## config.mk

```make
export PLATFORM = sky130hd
export DESIGN_NAME = command_tx_flat
export DESIGN_NICKNAME = d
export VERILOG_FILES = /design/src/rtl/command_tx_pkg.sv /design/src/rtl/command_tx_if.sv /design/src/rtl/command_tx_tx.sv /design/src/rtl/command_tx.sv /design/src/flat_wrapper.sv
export SDC_FILE = /design/constraint.sdc
export NUM_CORES = 1
export LEC_CHECK = 0
export CAP_MARGIN = 15
export CELL_PAD_IN_SITES_DETAIL_PLACEMENT = 2
export CELL_PAD_IN_SITES_GLOBAL_PLACEMENT = 2
export CORE_ASPECT_RATIO = 0.5
export CORE_UTILIZATION = 38
export CTS_CLUSTER_DIAMETER = 120
export DETAILED_ROUTE_END_ITERATION = 10
export MAX_ROUTING_LAYER = met4
export PLACE_DENSITY = 0.86
export SETUP_SLACK_MARGIN = 0.05
export SLEW_MARGIN = 30
export SYNTH_ARGS = -nofsm -noshare
export SYNTH_HDL_FRONTEND = slang
export SYNTH_SLANG_ARGS = --single-unit
```

## constraint.sdc

```tcl
create_clock -name i_clk -period 4 [get_ports i_clk]
set_clock_uncertainty 0.2 [all_clocks]
set_input_delay 0.8 -clock i_clk [delete_from_list [all_inputs] [get_ports i_clk]]
set_output_delay 0.8 -clock i_clk [all_outputs]
set_load 0.005 [all_outputs]
```

## src/rtl/command_tx_pkg.sv

```systemverilog
// Shared types and sizing for the command transmitter.
// COMMAND_TX_CHECKSUM_EN adds a fourth, XOR checksum byte to every frame.
package command_tx_pkg;

    localparam int CMD_ADDR_W = 8;
    localparam int CMD_DATA_W = 16;
    localparam int IDX_W      = 2;

`ifdef COMMAND_TX_CHECKSUM_EN
    localparam int FRAME_BYTES = 4;
`else
    localparam int FRAME_BYTES = 3;
`endif

    typedef enum logic [3:0] {
        ST_RESET = 4'd0,
        ST_IDLE  = 4'd1,
        ST_START = 4'd2,
        ST_DATA  = 4'd3,
        ST_STOP  = 4'd4
    } state_t;

    typedef enum logic [1:0] {
        SEQ_RESET = 2'd0,
        SEQ_IDLE  = 2'd1,
        SEQ_FRAME = 2'd2
    } seq_t;

`ifdef COMMAND_TX_CHECKSUM_EN
    function automatic logic [7:0] frame_checksum(input logic [CMD_ADDR_W-1:0] addr,
                                                  input logic [CMD_DATA_W-1:0] data);
        return addr ^ data[7:0] ^ data[15:8];
    endfunction
`endif

endpackage

```

## src/rtl/command_tx_if.sv

```systemverilog
// Command handshake between a command source and command_tx.
interface command_tx_if;
    import command_tx_pkg::*;

    logic                  cmd_valid;
    logic                  cmd_ready;
    logic [CMD_ADDR_W-1:0] cmd_addr;
    logic [CMD_DATA_W-1:0] cmd_data;

    modport master (output cmd_valid, output cmd_addr, output cmd_data, input  cmd_ready);
    modport slave  (input  cmd_valid, input  cmd_addr, input  cmd_data, output cmd_ready);

endinterface

```

## src/rtl/command_tx_tx.sv

```systemverilog
// Single-byte 8N1 serialiser with a registered line output.
//   state    | meaning
//   ST_IDLE  | line high, waiting for tx_start
//   ST_START | start bit (0) for BAUD_DIV cycles
//   ST_DATA  | 8 data bits, LSB first, BAUD_DIV cycles each
//   ST_STOP  | stop bit (1); tx_start on its last cycle chains the next byte
module command_tx_tx
    import command_tx_pkg::*;
#(
    parameter int BAUD_DIV = 128
) (
    input  logic       i_clk,
    input  logic       rst,
    input  logic       tx_start,
    input  logic [7:0] tx_data,
    output logic       tx_busy,
    output logic       uart_tx
);

    localparam int CNT_W = $clog2(BAUD_DIV);
    localparam logic [CNT_W-1:0] BAUD_LAST = CNT_W'(BAUD_DIV - 1);

    state_t           state_q, state_d;
    logic [CNT_W-1:0] baud_q, baud_d, baud_nxt;
    logic [2:0]       bit_q, bit_d;
    logic [7:0]       shift_q, shift_d;
    logic             tx_q, tx_d;
    logic             baud_end;

    assign baud_end = (baud_q == BAUD_LAST);
    assign baud_nxt = baud_end ? '0 : baud_q + 1'b1;
    assign uart_tx  = tx_q;
    // Busy drops during the final stop cycle so the next byte can start without a gap.
    assign tx_busy  = (state_q != ST_IDLE) && !((state_q == ST_STOP) && baud_end);

    always_ff @(posedge i_clk or negedge rst) begin
        if (!rst) begin
            state_q <= ST_IDLE;
            baud_q  <= '0;
            bit_q   <= '0;
            shift_q <= '0;
            tx_q    <= 1'b1;
        end else begin
            state_q <= state_d;
            baud_q  <= baud_d;
            bit_q   <= bit_d;
            shift_q <= shift_d;
            tx_q    <= tx_d;
        end
    end

    always_comb begin
        state_d = state_q;
        baud_d  = baud_q;
        bit_d   = bit_q;
        shift_d = shift_q;
        tx_d    = tx_q;
        case (state_q)
            ST_IDLE: begin
                if (tx_start) begin
                    state_d = ST_START;
                    baud_d  = '0;
                    shift_d = tx_data;
                    tx_d    = 1'b0;
                end
            end
            ST_START: begin
                baud_d = baud_nxt;
                if (baud_end) begin
                    state_d = ST_DATA;
                    bit_d   = '0;
                    tx_d    = shift_q[0];
                end
            end
            ST_DATA: begin
                baud_d = baud_nxt;
                if (baud_end) begin
                    if (bit_q == 3'd7) begin
                        state_d = ST_STOP;
                        tx_d    = 1'b1;
                    end else begin
                        bit_d   = bit_q + 1'b1;
                        shift_d = {1'b0, shift_q[7:1]};
                        tx_d    = shift_q[1];
                    end
                end
            end
            ST_STOP: begin
                baud_d = baud_nxt;
                if (baud_end) begin
                    if (tx_start) begin
                        state_d = ST_START;
                        shift_d = tx_data;
                        tx_d    = 1'b0;
                    end else begin
                        state_d = ST_IDLE;
                    end
                end
            end
            default: begin
                state_d = ST_IDLE;
                baud_d  = '0;
                tx_d    = 1'b1;
            end
        endcase
    end

endmodule

```

## src/rtl/command_tx.sv

```systemverilog
// Command transmitter: accepts {addr, data} and sends addr, data[7:0], data[15:8] as 8N1 bytes.
// With COMMAND_TX_CHECKSUM_EN a fourth byte addr ^ data[7:0] ^ data[15:8] follows.
module command_tx
    import command_tx_pkg::*;
#(
    parameter int BAUD_DIV = 128
) (
    input  logic         i_clk,
    input  logic         rst,
    command_tx_if.slave  cmd,
    output logic         uart_tx,
    output logic         busy
);

    localparam logic [IDX_W-1:0] LAST_IDX = IDX_W'(FRAME_BYTES - 1);

    seq_t                          seq_q, seq_d;
    logic [IDX_W-1:0]              idx_q, idx_d, idx_nxt;
    logic [FRAME_BYTES-1:1][7:0]   hold_q;
    logic                          accept;
    logic                          tx_start;
    logic                          tx_busy;
    logic [7:0]                    tx_data;

    assign cmd.cmd_ready = (seq_q == SEQ_IDLE);
    assign busy          = !cmd.cmd_ready;
    assign accept        = cmd.cmd_valid && cmd.cmd_ready;
    assign idx_nxt       = idx_q + 1'b1;

    // Byte 0 goes straight from cmd_addr to the serialiser, so only later bytes are held.
    always_ff @(posedge i_clk or negedge rst) begin
        if (!rst) begin
            seq_q  <= SEQ_RESET;
            idx_q  <= '0;
            hold_q <= '0;
        end else begin
            seq_q <= seq_d;
            idx_q <= idx_d;
            if (accept) begin
                hold_q[1] <= cmd.cmd_data[7:0];
                hold_q[2] <= cmd.cmd_data[15:8];
`ifdef COMMAND_TX_CHECKSUM_EN
                hold_q[3] <= frame_checksum(cmd.cmd_addr, cmd.cmd_data);
`endif
            end
        end
    end

    always_comb begin
        seq_d    = seq_q;
        idx_d    = idx_q;
        tx_start = 1'b0;
        tx_data  = cmd.cmd_addr;
        case (seq_q)
            SEQ_RESET: seq_d = SEQ_IDLE;
            SEQ_IDLE: begin
                if (accept) begin
                    seq_d    = SEQ_FRAME;
                    idx_d    = '0;
                    tx_start = 1'b1;
                end
            end
            SEQ_FRAME: begin
                if (!tx_busy) begin
                    if (idx_q == LAST_IDX) begin
                        seq_d = SEQ_IDLE;
                    end else begin
                        idx_d    = idx_nxt;
                        tx_start = 1'b1;
                        tx_data  = hold_q[idx_nxt];
                    end
                end
            end
            default: seq_d = SEQ_IDLE;
        endcase
    end

    command_tx_tx #(
        .BAUD_DIV (BAUD_DIV)
    ) u_tx (
        .i_clk    (i_clk),
        .rst      (rst),
        .tx_start (tx_start),
        .tx_data  (tx_data),
        .tx_busy  (tx_busy),
        .uart_tx  (uart_tx)
    );

endmodule
```

## src/flat_wrapper.sv

```systemverilog
// flat-port wrapper written by rule: the top's interface ports become plain ports
module command_tx_flat import command_tx_pkg::*;
#(
    parameter int BAUD_DIV = 128
)
  (i_clk, rst, uart_tx, busy, cmd_cmd_valid, cmd_cmd_addr, cmd_cmd_data, cmd_cmd_ready);
  command_tx_if cmd_i ();
  input  logic i_clk;
  input  logic rst;
  output logic uart_tx;
  output logic busy;
  input wire logic [$bits(cmd_i.cmd_valid)-1:0] cmd_cmd_valid;
  input wire logic [$bits(cmd_i.cmd_addr)-1:0] cmd_cmd_addr;
  input wire logic [$bits(cmd_i.cmd_data)-1:0] cmd_cmd_data;
  output wire logic [$bits(cmd_i.cmd_ready)-1:0] cmd_cmd_ready;
  assign cmd_i.cmd_valid = cmd_cmd_valid;
  assign cmd_i.cmd_addr = cmd_cmd_addr;
  assign cmd_i.cmd_data = cmd_cmd_data;
  assign cmd_cmd_ready = cmd_i.cmd_ready;
  command_tx #(.BAUD_DIV(BAUD_DIV)) u_core (.i_clk(i_clk), .rst(rst), .cmd(cmd_i), .uart_tx(uart_tx), .busy(busy));
endmodule
```

Word level (Yosys, flattened, before mapping)
Index checks and enable logic that the tools add are counted.
- input bits: 27
- output and inout port bits: 3
- flip-flop bits (word level): 43
- reductions and logical operators: 15
- mux-type cells: 42
- $add $sub $neg: 3
- $lt $le $gt $ge: 1
- eq/ne operators: 20
- operators with widths (kind ; count):
    two-way mux 8 bit ; 8
    case mux 8 bit (3 select lines) ; 1
    two-way mux 4 bit ; 5
    binary-select mux 8 bit (select 2 bit) ; 1
    != test 2 bit, second input constant ; 8
    case mux 4 bit (4 select lines) ; 1
    two-way mux 2 bit ; 7
    two-way mux 7 bit ; 2
    case mux 7 bit (2 select lines) ; 1
    AND reduction 4 bit ; 3
    two-way mux 3 bit ; 3
    equality test 4 x 2 -> 1 bit, second input constant ; 2
    two-way mux 1 bit ; 8
    case mux 2 bit (2 select lines) ; 2
    adder 7 x 1 -> 7 bit, second input constant ; 1
    equality test 7 bit, second input constant ; 1
    case mux 3 bit (2 select lines) ; 1
    AND reduction 3 bit ; 2
    AND reduction 5 bit ; 1
    equality test 2 bit, second input constant ; 2
    equality test 4 x 1 -> 1 bit, second input constant ; 1
    equality test 4 x 3 -> 1 bit, second input constant ; 1
    != test 2 x 1 -> 1 bit, second input constant ; 2
    != test 4 x 1 -> 1 bit, second input constant ; 1
    12 further kinds ; 16

Depth between registers and ports, before layout
Gate-level depths: netlist of run 1.
- word-level depth: 9
- gate-level depth with buffers: 8

Modules after synthesis
Synthesis of run 1 repeated with hierarchy kept, for this count alone.
- cells, all modules: 219
- area total of the unflattened synthesis: 2403.6 µm²
- by module, submodules not included (module ; times used ; area an instance (µm²) ; cells each):
    command_tx_tx ; 1 ; 1341.3 ; 126
    command_tx ; 1 ; 1062.3 ; 93

Worst setup path before layout of run 1
Ideal clock, no wire load.
- kind: register -> register
- start: register u_core.u_tx.baud_q[0]
- end: register u_core.u_tx.shift_q[7]
- library setup time: 0.125 ns
- arrival: 1.992 ns
- cell stages (with the launch flop): 8
- buffers on the path: 1
- path slack: 1.683 ns
- required time: 3.675 ns
- cell sequence: dfrtp_1 ha_1 nand2_1 o41a_1 or3_1 buf_6 a31o_1 mux2_2
- word-level cells in the longest chain between the ends: 9
- elaborated cells on any way between the ends: 14
- RTL lines (what ; line ; source):
    start, declared ; command_tx_tx.sv:24 ; logic [CNT_W-1:0] baud_q, baud_d, baud_nxt;
    start signal, assigned ; command_tx_tx.sv:45 ; baud_q <= baud_d;
    equality test 7 bit (*) ; command_tx_tx.sv:30 ; assign baud_end = (baud_q == BAUD_LAST);
    logical AND 1 bit ; command_tx_tx.sv:34 ; assign tx_busy = (state_q != ST_IDLE) && !((state_q == ST_STOP) && baud_end);
    logical NOT 1 bit ; command_tx_tx.sv:34 ;
    logical AND 1 bit ; command_tx_tx.sv:34 ;
    two-way mux 1 bit or two-way mux 8 bit (tied branches) ; command_tx.sv:64 ; if (!tx_busy) begin
    case mux 1 bit (2 select lines) or two-way mux 8 bit (tied branches) ; command_tx.sv:54 ; case (seq_q)
    two-way mux 8 bit ; command_tx_tx.sv:60, command_tx_tx.sv:91 ;
    two-way mux 8 bit ; command_tx_tx.sv:90 ; if (baud_end) begin
    case mux 8 bit (3 select lines) ; command_tx_tx.sv:58 ; case (state_q)
    end signal, assigned ; command_tx_tx.sv:47 ; shift_q <= shift_d;
    end, declared ; command_tx_tx.sv:26 ; logic [7:0] shift_q, shift_d;
Mark *: on every way between the ends. The rest lies on a longest branch, timed or not. The select of a mux whose other input is x is not followed.
A chain may end at the register's enable or synchronous reset.

Final worst setup path of run 1
- start: register u_core.u_tx.baud_q[1]
- end: register u_core.u_tx.shift_q[7]
The elaborated chain is that of the path after synthesis.

==> results of run 1 <==
## worst register-to-register path, stage by stage, from the launching register on
cell,delay [ns]
dfrtp_1,0.44
ha_1,0.26
nand2_1,0.19
o41a_1,0.60
or3_1,0.57
a31o_1,0.28
mux2_2,0.25
## power groups by stage
| stage | Clock (mW) | Combinational [mW] | Sequential, mW |
|---|---|---|---|
| after floorplan | 0 | 0.228 | 0.558 |
| after global placement | 0 | 0.317 | 0.568 |
| after detailed placement | 0 | 0.336 | 0.579 |
| after CTS | 0.481 | 0.350 | 0.575 |
| after global routing | 0.495 | 0.377 | 0.584 |
| final | 0.480 | 0.344 | 0.575 |
## layout make-up
cell class                 count  area, um2  share of cell area [%]
clock buffer                   6        129                    4.63
clock inverter                 2       37.5                    1.35
inverter                       8       30.0                    1.08
multi-input combinational    153       1150                    41.3
sequential                    42       1050                    37.8
tap                           73       91.3                    3.28
timing repair buffer          30        295                    10.6
## cells in the mapped netlist (all sizes together) (2+ instances only)
cell type | number | area [um2]
dfrtp | 40 | 1000
mux2 | 25 | 282
o21ai | 15 | 78.8
a22o | 14 | 123
a21oi | 13 | 65.1
nand2 | 10 | 37.5
nor4 | 10 | 62.6
nor2 | 9 | 33.8
inv | 8 | 30.0
mux2i | 7 | 70.1
buf | 6 | 31.3
clkbuf | 6 | 22.5
ha | 6 | 75.1
nand3 | 5 | 37.5
nand2b | 4 | 25.0
nor3 | 4 | 25.0
nor2b | 3 | 18.8
or3 | 3 | 18.8
a21o | 2 | 15.0
a22oi | 2 | 15.0
dfstp | 2 | 52.6
nor3b | 2 | 15.0
o21bai | 2 | 15.0
## cells by family (layout without fill, tap and decap cells)
kind of cell / Yosys count / after routing
compound gates: 60 / 60
simple gates: 54 / 54
flops: 42 / 42
mux: 32 / 32
buf+inv: 20 / 46
fa+ha+maj: 6 / 6
xor+xnor: 1 / 1
## final timing paths
path / cells past startpoint / to / slack [ns] / from
setup / recovery: 6 / u_core.u_tx.shift_q[7]$_DFFE_PN0P_ / 1.11 / u_core.u_tx.baud_q[1]$_DFFE_PN0P_
hold / removal: 1 / u_core.hold_q[10]$_DFFE_PN0P_ / 0.30 / rst
setup reg to reg: 6 / u_core.u_tx.shift_q[7]$_DFFE_PN0P_ / 1.11 / u_core.u_tx.baud_q[1]$_DFFE_PN0P_
hold reg to reg: 1 / u_core.u_tx.baud_q[5]$_DFFE_PN0P_ / 0.31 / u_core.u_tx.baud_q[5]$_DFFE_PN0P_
max in group asynchronous: 1 / u_core.u_tx.state_q[0]$_DFFE_PN1P_ / 2.91 / rst
min in group i_clk: 1 / u_core.u_tx.baud_q[5]$_DFFE_PN0P_ / 0.31 / u_core.u_tx.baud_q[5]$_DFFE_PN0P_
## per-stage QoR
stage	hold slack (ns)	setup slack, ns	instances	instance area, um2	utilization, %
after floorplan	0.251	1.68	215	2290	-
after global placement	0.266	1.02	306	2620	46.5
after detailed placement	0.280	0.957	306	2620	46.5
after CTS	0.310	1.12	314	2780	49.4
after global routing	0.335	0.943	314	2790	49.5
final	0.299	1.11	314	2790	49.5
## registers in the layout (all words and copies together) (netlist names)
signal / cells
u_core.hold_q: 16
u_core.u_tx.shift_q: 8
u_core.seq_q: 2
u_core.u_tx.state_q: 3
u_core.idx_q: 2
u_core.u_tx.bit_q: 3
u_core.u_tx.uart_tx: 1
u_core.u_tx.baud_q: 7
## layer usage
layer	track usage [%]	vias to the layer above	share of wire (%)
met5	-	-	0
met4	6.95	0	1.4
met3	4.64	14	3.2
met2	40.6	41	52
met1	27.8	968	44
li1	-	851	-
## layout by cell type (no fill, tap or decap), types with 3 or more instances in the layout
cell type,Yosys,layout
ha_1,6,6
dfrtp_1,40,40
nand3_1,4,4
nand2b_1,4,4
nor3_1,3,3
or3_1,3,3
a21oi_1,13,13
mux2i_1,7,7
nand2_1,10,10
clkbuf_16,0,5
nor2b_1,3,3
inv_1,8,8
clkdlybuf4s50_1,0,28
mux2_2,25,25
nor2_1,9,9
a22o_1,14,14
o21ai_0,14,14
nor4_1,10,10
==> results.cfg, run 1 <==
[yosys]
netlist_area_mm2 = 0.00229
ys_warn_count = 0
ys_seq_area_share_pct = 46.1
synthSimpleGateAreaFrac_pct = 13.1
synth-xor-area-share_pct = 0.383
synth_top_family_by_area = compound AO/OA/AOI/OAI gates
syn_avg_cell_area_um2 = 10.6
ys_types = 45
ys.flop_type = dfrtp_1
synthAdderAreaFrac_pct = 3.28
syn_inst = 215
async_flop_share_pct = 100
post_synth_mux_area_share_pct = 15.4
synth_compound_area_share_pct = 18.1
syn_nets = 248
ys_seq_elements = 42
synth_edf_count = 0

[grt]
grt_antenna_before_repair = 0
grt_first_pass_wirelength_mm = 11.0
grt_usage_pct = 23.4
grt_max_degree = 43
grt_pass1_vias = 2108
overflow = 0

[timing]
worst_pin_slew_ns = 0.848
grt_setup_unrepaired = no
setup_viol = 0
relSlewSlack_pct = 43.5
max_freq_ghz = 0.346
min_period_over_period_pct = 72.3
finalCriticalPeriod_ns = 2.89
final.setup.tns_ns = 0
hold_viol = 0
drv_slew = 0

[setup_path]
cp.arrival_ns = 2.87
crit_buf_inv = 0
worstSetupEndpointType = flip-flop
cp.required_ns = 3.98
path_max_fanout = 11
worstSetupStartpointType = flip-flop
crit_path_top_delay_cell = o41a_1
crit_path_cell_trace = ha_1 > nand2_1 > o41a_1 > or3_1 > a31o_1 > mux2_2
critPathKind = flip-flop to flip-flop
max_stage_delay_ns = 0.60
cp_top_family = compound AO/OA/AOI/OAI gates

[clock_network]
cts-root-buf = clkbuf_16
clockBufferDepth = 2
cts_buffers = 5
clock_tree.htree_level_count = 2
hold_buffers = 0
cts_tree = done
clk_latency_ns = 0.29
cts_resized = 0
cts_setup_buffers = 0
clk_pin_slew_ns = 0.07
cts_sinks = 42

[pwr]
clkPwrFrac_pct = 34.3
p_sw_share_pct = 28.3
p_comb_share_pct = 24.6
peakVddDrop_v = 0.000257
leakage_nw = 1.11
total_power_mw = 1.40
p_int_mw = 1.00
p_per_area_mw_per_mm2 = 502
p_switching_mw = 0.395
seq_power_share_pct = 41.1

[final_layout]
fin_nets = 273
fill_cells = 568
diodes = 0
area_delta_synth_final_pct = 21.8
drive_gt1_share_pct = 16.6

[detailed_routing]
via_per_inst = 5.97
num_vias = 1874
wl_mm = 6.73
wire_per_inst_um = 21.4
drtAntennaViolNets = 0
first_iter_violations = 57
drc_errors = 0
dr.pass1.iters = 4

[placed_design]
port_buffers = 29
gp_congestion = 0.772
place_hpwl_mm = 4.18

[die]
dieArea_mm2 = 0.00635
rows = 19
initial_core_util_pct = 40.6
die_x_um = 112
io_pins = 30
die_height_um = 56.9
core_area_mm2 = 0.00563

[job]
cap_viol_max_count = 0

[status]
status = complete, no violations

[hold_path]
hp-class = input pin to asynchronous set/reset pin
(Power assumes the default switching activity.)
==> run 2, diff against run 1 <==
--- a/config.mk
+++ b/config.mk
@@ -9,11 +9,11 @@
 export CELL_PAD_IN_SITES_DETAIL_PLACEMENT = 2
 export CELL_PAD_IN_SITES_GLOBAL_PLACEMENT = 2
 export CORE_ASPECT_RATIO = 0.5
-export CORE_UTILIZATION = 38
+export CORE_UTILIZATION = 32
 export CTS_CLUSTER_DIAMETER = 120
 export DETAILED_ROUTE_END_ITERATION = 10
 export MAX_ROUTING_LAYER = met4
-export PLACE_DENSITY = 0.86
+export PLACE_DENSITY = 0.77
 export SETUP_SLACK_MARGIN = 0.05
 export SLEW_MARGIN = 30
 export SYNTH_ARGS = -nofsm -noshare
==> constraint.sdc (replaced) <==
create_clock -name i_clk -period 2.5 [get_ports i_clk]
set_clock_uncertainty 0.2 [all_clocks]
set_input_delay 0.5 -clock i_clk [delete_from_list [all_inputs] [get_ports i_clk]]
set_output_delay 0.5 -clock i_clk [all_outputs]
set_load 0.005 [all_outputs]
==> results.cfg, run 2 (synthesized netlist as in run 1, its figures left out) <==
[detailed_routing]
first_iter_violations = 31
num_vias = 1865
via_per_inst = 5.28
drc_errors = 0
dr.pass1.iters = 4
drtAntennaViolNets = 0
wire_per_inst_um = 17.8
wl_mm = 6.29

[pwr]
p_int_mw = 1.52
total_power_mw = 2.14
p_sw_share_pct = 29.0
seq_power_share_pct = 42.6
leakage_nw = 1.20
clkPwrFrac_pct = 30.7
p_per_area_mw_per_mm2 = 720
p_switching_mw = 0.622
p_comb_share_pct = 26.7
peakVddDrop_v = 0.000571

[final_layout]
final_common_cell = dfrtp_1
final_cell_mix = 39 x dfrtp_1, 28 x clkdlybuf4s50_1, 25 x mux2_2
area_delta_synth_final_pct = 30.2
diodes = 0
top_register = u_core.hold_q
fill_cells = 697
drive_gt1_share_pct = 26.1
reg.largest.list = u_core.hold_q (16), u_core.u_tx.shift_q (8), u_core.u_tx.baud_q (7)
fin_nets = 293
largest_reg_flops = 16

[setup_path]
path_max_fanout = 9
ff2ff_setup_slack_ns = 0.12
cp.required_ns = 2.51
cp_num_cells = 8
worstSetupEndpointType = flip-flop
critPathMostFrequentCell = buf_4
cp_top_family = simple AND/OR/NAND/NOR gates
crit_path_top_delay_cell = dfrtp_1
cp.arrival_ns = 2.39
crit_path_cell_trace = inv_1 > ha_1 > nand2b_2 > buf_4 > or3_1 > buf_4 > o21bai_1 > o21ai_0
crit_buf_inv = 3
max_stage_delay_ns = 0.40
critPathKind = flip-flop to flip-flop
worstSetupStartpointType = flip-flop
reg2reg_depth = 8

[clock_network]
cts_buffers = 5
clockBufferDepth = 2
clk_pin_slew_ns = 0.07
hold_buffers = 0
clock_tree.htree_level_count = 2
clk_latency_ns = 0.29
cts-root-buf = clkbuf_16
cts_tree = done
cts_sinks = 42

[timing]
max_freq_ghz = 0.420
drv_slew = 0
hold_viol = 0
setup_viol = 0
finalCriticalPeriod_ns = 2.38
holdWs_ns = 0.0164
grt_setup_unrepaired = no
worst_pin_slew_ns = 0.642
final.setup.tns_ns = 0
relSlewSlack_pct = 56.9
min_period_over_period_pct = 95.2

[die]
rows = 21
dieArea_mm2 = 0.00751
core_area_mm2 = 0.00681
die_x_um = 122
initial_core_util_pct = 33.6
die_height_um = 61.8
io_pins = 30

[grt]
grt_first_pass_wirelength_mm = 10.4
grt_usage_pct = 18.9
grt_pass1_vias = 2048
grt_antenna_before_repair = 0
overflow = 0
grt_max_degree = 28

[status]
status = complete, no violations

[job]
cap_viol_max_count = 0

[placed_design]
gp_congestion = 0.786
place_hpwl_mm = 4.52
port_buffers = 29

[hold_path]
hp-class = input pin to asynchronous set/reset pin
==> run 2: final timing paths <==
| kind | endpoint | startpoint |
|---|---|---|
| min in group i_clk | u_core.u_tx.baud_q[5]$_DFFE_PN0P_ | u_core.u_tx.baud_q[5]$_DFFE_PN0P_ |
| worst max-delay path | u_core.idx_q[0]$_DFFE_PN0P_ | u_core.idx_q[0]$_DFFE_PN0P_ |
| max in group asynchronous | u_core.hold_q[7]$_DFFE_PN0P_ | rst |
| worst max register to register | u_core.idx_q[0]$_DFFE_PN0P_ | u_core.idx_q[0]$_DFFE_PN0P_ |
| worst min-delay path | u_core.u_tx.state_q[2]$_DFFE_PN0P_ | rst |
| worst min register to register | u_core.u_tx.baud_q[5]$_DFFE_PN0P_ | u_core.u_tx.baud_q[5]$_DFFE_PN0P_ |
==> run 2: repair_timing <==
action	in CTS	in global routing
setup endpoints to repair	1	12
buffers inserted	0	1
cloned	0	0
resized for setup	1	7
pin swaps	0	0
==> run 2: worst register-to-register path, stage by stage, from the launching register on <==
cell      delay [ns]
dfrtp_1         0.40
inv_1           0.08
ha_1            0.25
nand2b_2        0.26
buf_4           0.20
or3_1           0.38
buf_4           0.19
o21bai_1        0.17
o21ai_0         0.17
==> run 2: routing by layer <==
layer  track usage [%]  wire, um  part of all wire [%]  vias to the layer above
met1              21.8      2850                    45                      948
met2              34.2      3240                    52                       19
met5                 -         0                     0                        -
li1                  -         -                     -                      893
met3              4.20       148                   2.4                        5
met4              5.29        46                  0.73                        0
==> run 2: layout make-up <==
type                       instances  area (um2)  share of cell area, %
clock buffer                       5         125                   4.20
inverter                           8        30.0                   1.01
sequential                        42        1050                   35.4
clock inverter                     3        21.3                  0.714
tap                               92         115                   3.87
timing repair buffer              50         455                   15.3
multi-input combinational        153        1180                   39.5
==> run 2: power groups by stage <==
| stage | Combinational, mW | Clock (mW) | Sequential (mW) |
|---|---|---|---|
| 2_1_floorplan | 0.365 | 0 | 0.893 |
| 3_3_place_gp | 0.528 | 0 | 0.910 |
| 3_5_place_dp | 0.557 | 0 | 0.927 |
| 4_1_cts | 0.569 | 0.679 | 0.915 |
| 5_1_grt | 0.631 | 0.700 | 0.930 |
| 6_report | 0.572 | 0.658 | 0.912 |
==> run 2: stage by stage <==
step,area (um2),instances,utilization (%),worst slack (ns)
global route,2980,353,43.8,0.0338
detailed placement,2800,344,41.1,-0.0281
floorplan,2290,215,-,0.183
CTS,2950,352,43.3,0.0698
finish,2980,353,43.8,0.120
global placement,2800,344,41.1,0.0449
==> run 3, diff against run 2 <==
--- a/config.mk
+++ b/config.mk
@@ -15,7 +15,7 @@
 export MAX_ROUTING_LAYER = met4
 export PLACE_DENSITY = 0.77
 export SETUP_SLACK_MARGIN = 0.05
-export SLEW_MARGIN = 30
+export SLEW_MARGIN = 20
 export SYNTH_ARGS = -nofsm -noshare
 export SYNTH_HDL_FRONTEND = slang
 export SYNTH_SLANG_ARGS = --single-unit
==> results of run 3 <==
The final DEF is identical to that of run 2; final timing and power are the same.
